==> config.mk <==
export PLATFORM = sky130hd
export DESIGN_NAME = poly_mul_seq
export DESIGN_NICKNAME = d
export VERILOG_FILES = /design/src/rtl/poly_mul_seq.sv
export SDC_FILE = /design/constraint.sdc
export NUM_CORES = 1
export LEC_CHECK = 0
export CORE_AREA = 2 2 60 62
export CTS_CLUSTER_SIZE = 28
export DETAILED_ROUTE_END_ITERATION = 16
export DIE_AREA = 0 0 62 64
export PLACE_DENSITY = 0.82
export SKIP_LAST_GASP = 1
export SLEW_MARGIN = 20
export SYNTH_ARGS = -nofsm -noshare
export SYNTH_HDL_FRONTEND = slang
export SYNTH_SLANG_ARGS = --single-unit
==> constraint.sdc <==
create_clock -name i_clk -period 2.9 [get_ports i_clk]
set_clock_uncertainty 0.2 [all_clocks]
set_input_delay 0.58 -clock i_clk [delete_from_list [all_inputs] [get_ports i_clk]]
set_output_delay 0.58 -clock i_clk [all_outputs]
set_load 0.01 [all_outputs]
==> src/rtl/poly_mul_seq.sv <==
// Product-scanning sequencer for an N x N coefficient polynomial multiply.
// One shared MAC slot, external operand read ports, coefficient stream with handshake.
module poly_mul_seq #(
    parameter  int unsigned N  = 4,
    parameter  int unsigned W  = 4,
    localparam int unsigned AW = $clog2(N),
    localparam int unsigned KW = $clog2(2 * N - 1)
) (
    input  logic          i_clk,
    input  logic          i_reset,
    input  logic          i_start,
    output logic          o_busy,
    output logic          o_done,
    output logic [AW-1:0] o_a_addr,
    input  logic [W-1:0]  i_a_data,
    output logic [AW-1:0] o_b_addr,
    input  logic [W-1:0]  i_b_data,
    output logic          o_out_valid,
    input  logic          i_out_ready,
    output logic [KW-1:0] o_out_idx,
    output logic [W-1:0]  o_out_coeff
);

    typedef enum logic [1:0] {
        ST_IDLE = 2'd0,
        ST_MAC  = 2'd1,
        ST_EMIT = 2'd2,
        ST_DONE = 2'd3
    } state_t;

    localparam logic [KW-1:0] K_LAST = KW'(2 * N - 2);

    state_t        r_state, w_state_nxt;
    logic [KW-1:0] r_k, w_k_nxt;
    logic [AW-1:0] r_i, w_i_nxt;
    logic [W-1:0]  r_acc, w_acc_nxt;

    logic [AW-1:0] w_i_lo, w_i_hi, w_b_idx;
    logic [KW-1:0] w_k_inc;
    logic [W-1:0]  w_prod;

    // Lowest valid A index for coefficient k: max(0, k-N+1).
    function automatic logic [AW-1:0] f_i_lo(input logic [KW-1:0] k);
        if (k >= KW'(N)) return AW'(k - KW'(N - 1));
        return '0;
    endfunction

    assign w_i_lo  = f_i_lo(r_k);
    assign w_i_hi  = (r_k < KW'(N)) ? AW'(r_k) : AW'(N - 1);
    assign w_b_idx = AW'(r_k - KW'(r_i));
    assign w_k_inc = r_k + KW'(1);
    assign w_prod  = i_a_data * i_b_data;

    always_ff @(posedge i_clk) begin
        if (i_reset) begin
            r_state <= ST_IDLE;
            r_k     <= '0;
            r_i     <= '0;
            r_acc   <= '0;
        end else begin
            r_state <= w_state_nxt;
            r_k     <= w_k_nxt;
            r_i     <= w_i_nxt;
            r_acc   <= w_acc_nxt;
        end
    end

    always_comb begin
        w_state_nxt = r_state;
        w_k_nxt     = r_k;
        w_i_nxt     = r_i;
        w_acc_nxt   = r_acc;
        unique case (r_state)
            ST_IDLE: begin
                if (i_start) begin
                    w_state_nxt = ST_MAC;
                    w_k_nxt     = '0;
                    w_i_nxt     = '0;
                    w_acc_nxt   = '0;
                end
            end
            ST_MAC: begin
                // First term of a coefficient overwrites the previous coefficient's sum.
                w_acc_nxt = (r_i == w_i_lo) ? w_prod : W'(r_acc + w_prod);
                if (r_i == w_i_hi) w_state_nxt = ST_EMIT;
                else               w_i_nxt     = r_i + AW'(1);
            end
            ST_EMIT: begin
                if (i_out_ready) begin
                    if (r_k == K_LAST) begin
                        w_state_nxt = ST_DONE;
                    end else begin
                        w_state_nxt = ST_MAC;
                        w_k_nxt     = w_k_inc;
                        w_i_nxt     = f_i_lo(w_k_inc);
                    end
                end
            end
            ST_DONE: begin
                w_state_nxt = ST_IDLE;
                w_k_nxt     = '0;
                w_i_nxt     = '0;
                w_acc_nxt   = '0;
            end
            default: w_state_nxt = ST_IDLE;
        endcase
    end

    // Outputs registered from next-state values so they line up with the state they describe.
    always_ff @(posedge i_clk) begin
        if (i_reset) begin
            o_busy      <= 1'b0;
            o_done      <= 1'b0;
            o_a_addr    <= '0;
            o_b_addr    <= '0;
            o_out_valid <= 1'b0;
            o_out_idx   <= '0;
            o_out_coeff <= '0;
        end else begin
            o_busy      <= (w_state_nxt != ST_IDLE);
            o_done      <= (w_state_nxt == ST_DONE);
            o_a_addr    <= (w_state_nxt == ST_MAC)  ? w_i_nxt : '0;
            o_b_addr    <= (w_state_nxt == ST_MAC)  ? AW'(w_k_nxt - KW'(w_i_nxt)) : '0;
            o_out_valid <= (w_state_nxt == ST_EMIT);
            o_out_idx   <= (w_state_nxt == ST_EMIT) ? w_k_nxt : '0;
            o_out_coeff <= (w_state_nxt == ST_EMIT) ? w_acc_nxt : '0;
        end
    end

    // Address into operand B is only consumed in MAC; keep the comb value referenced for clarity.
    logic w_unused_ok;
    assign w_unused_ok = &{1'b0, w_b_idx};

endmodule

==> impl_metrics.ini <==
[detailed_routing]
detail-route-antenna-nets = 0
vias_per_cell = 5.122
routed_wl_um = 3193
wl_per_cell_um = 13.42
drc_errors = 0
first_pass_iters = 4
num_vias = 1219
drt_iter0_drc = 38

[final_layout]
drive_gt1_frac = 0.2188
nets = 217
n_antenna_cell = 0
syn2layout_area_growth_pct = 31.22
stdcell_count = 238

[power_and_ir_drop]
finalPower_uw = 765.8
pwr-share-seq = 0.493
p_per_area_nw_per_um2 = 389.4
pwr-share-comb = 0.304
switching_share = 0.2988
ir_drop_uv = 351.8
p_leak_uw = 0.0008876
p_int_uw = 537.0
power.net_switching_uw = 228.9
clockPowerShare = 0.202

[synth]
synth.area.top_cells = dfxtp_1 33%, ha_1 9.2%, nor2_1 6.3%
yosysWarnings = 0
synth_commonest_cells = 25 x dfxtp_1, 25 x nor2_1, 11 x ha_1
ys_seq_area_frac = 0.3339
synthArstFlopShare = 0
synth_top_cell_by_area = dfxtp_1
ys_ff_latch = 25
synth_cells = 160
synth-edff-count = 0
yosys.cell_types.count = 52
syn_area_per_cell_um2 = 9.368
syn_area_um2 = 1499
synth_nets = 184
synth_top_area_frac = 0.3339
ys.flop_type = dfxtp_1

[clocking]
root_buffer = clkbuf_4
clk_pin_slew_ns = 0.13
cts.sinks = 25
cts_buffer_depth = 2
h-tree-depth = 1
cts_made_buffers = 3
clock_latency_ns = 0.33
cts_tree = built

[run]
cap_violations = 0

[global_route]
overflow = 0
globalRouteTotalUtil = 0.1689
grt_pass1_vias = 1185
grt_max_degree = 15
grt_use_met2 = 0.2799
grt_antenna_before_repair = 0
top_usage_layer = met2
grt_use_met3 = 0.02024
grt_pass1_wl_um = 5099
grt_use_met1 = 0.2130

[setup_path]
cpMostUsedCell = ha_4
required_ns = 2.92
critPathKind = in2reg
critPathArrivalTime_ns = 2.87
crit_cells = 11
rr_endpoint = r_acc[1]$_SDFF_PP0_
rr_worst_depth = 8
startpoint = i_a_data[1]
worstSetupEndpointType = flop
crit_chain = clkdlybuf4s50_1, and2_4, ha_4, ha_4, ha_4, ha_4, a21oi_4, xnor2_2, a21oi_2, a221oi_2, nor2_1
critical_path_buf_inv_count = 1
r2r_slack_ns = 0.48
crit_family = adder cells
crit_end = r_acc[3]$_SDFF_PP0_
start_kind = primary input
slowest_delay_ns = 0.48
r2r_start = r_k[0]$_SDFF_PP0_
cp_max_fo = 2
slowest_stage = clkdlybuf4s50_1

[die]
start_util = 0.4564
dieArea_um2 = 3968
coreArea_um2 = 3284
pin_count = 26
fp-row-count = 21
die_height_um = 64
fp.dieW_um = 62

[sta]
fin_ws_ns = 0.05194
maxSlewViolCount = 0
finalCritPeriodShare = 0.9821
relSlewSlack = 0.6677
worst_slew_pin_slew_ns = 0.4942
finalSetupViolations = 0
whs_ns = 0.3843
finalHoldViolCount = 0
fmax_mhz = 351.1
min_period_ns = 2.848
tns_ns = 0

[placed_design]
gp_routability_congestion = 0.8634
pre_cts_ws_ns = -0.6100
place.port_buffers = 25
place.detailed.hpwl_um = 2335
dp_cells = 234

[worst_hold_path]
min_path_type = reg2reg

[run_status]
status = completed
## registers in the layout, indices dropped and copies added (netlist names)
register and count:
o_done 1, r_k 3, o_a_addr 2, o_out_coeff 4
r_state 2, o_out_valid 1, o_b_addr 2, r_acc 4
r_i 2, o_out_idx 3, o_busy 1
## cell type report
class	instances	area, um^2
multi-input combinational	123	1037
clock buffer	3	22.52
sequential	25	500.5
fill	296	1318
clock inverter	1	5.005
timing repair buffer	34	321.6
tap	46	57.56
inverter	6	22.52
## layer usage
layer,wire (um),part of all wire,vias up
met5,0,0,-
met4,80,0.025,0
met1,1451,0.45,572
met2,1521,0.48,27
li1,-,-,613
met3,139,0.044,7
## cell families (layout without fill, tap and decap cells)
| kind of cell | after synthesis | in the layout | share of synthesized area |
|---|---|---|---|
| XOR/XNOR | 14 | 14 | 0.09600 |
| AO/OA/AOI/OAI | 36 | 36 | 0.1953 |
| adder cells (fa/ha/maj) | 12 | 12 | 0.1052 |
| multiplexers | 4 | 4 | 0.03172 |
| flip-flops | 25 | 25 | 0.3339 |
| buffers and inverters | 12 | 44 | 0.04006 |
| AND/OR/NAND/NOR | 57 | 57 | 0.1978 |
## timing repair
action	CTS	global route
resized for setup	7	9
buffers inserted	0	0
pin swaps	9	5
endpoints found under the setup margin	4	3
hold buffers	0	0
## placed cells by master, fill, tap and decap left out, types with 4 or more instances in the layout
master / count
nor2_1: 25
dfxtp_1: 25
clkdlybuf4s50_1: 22
buf_4: 9
xnor2_1: 7
nand2_1: 7
a21oi_1: 6
ha_1: 6
and2_1: 5
ha_4: 5
nor2b_1: 4
## worst min path at each step
stage                        startpoint                   to  slack (ns)  cells past startpoint
finish              r_acc[0]$_SDFF_PP0_  r_acc[0]$_SDFF_PP0_        0.38                      2
global route        r_acc[0]$_SDFF_PP0_  r_acc[0]$_SDFF_PP0_        0.41                      2
CTS                 r_acc[3]$_SDFF_PP0_  r_acc[3]$_SDFF_PP0_        0.38                      2
detailed placement  r_acc[3]$_SDFF_PP0_  r_acc[3]$_SDFF_PP0_        0.35                      2
global placement    r_acc[3]$_SDFF_PP0_  r_acc[3]$_SDFF_PP0_        0.32                      2
floorplan           r_acc[3]$_SDFF_PP0_  r_acc[3]$_SDFF_PP0_        0.30                      2
## stage by stage
stage          area (um^2)  utilization
2_1_floorplan         1499            -
3_3_place_gp          1837       0.5592
3_5_place_dp          1837       0.5592
4_1_cts               1924       0.5859
5_1_grt               1967       0.5989
6_report              1967       0.5989
## power groups by stage
stage / registers, uW / clock network [uW] / logic (uW)
floorplan: 380 / 0 / 141
global route: 381 / 171 / 255
global placement: 384 / 0 / 199
CTS: 377 / 158 / 222
detailed placement: 384 / 0 / 206
finish: 378 / 155 / 233
## worst register-to-register path: stages, from the launching register on
cell     delay (ns)
dfxtp_1        0.37
inv_2          0.07
ha_1           0.37
and4b_1        0.23
a31o_2         0.23
a22oi_4        0.21
mux2_1         0.36
a22oi_1        0.21
nor2_1         0.06
(Power assumes the default switching activity.)
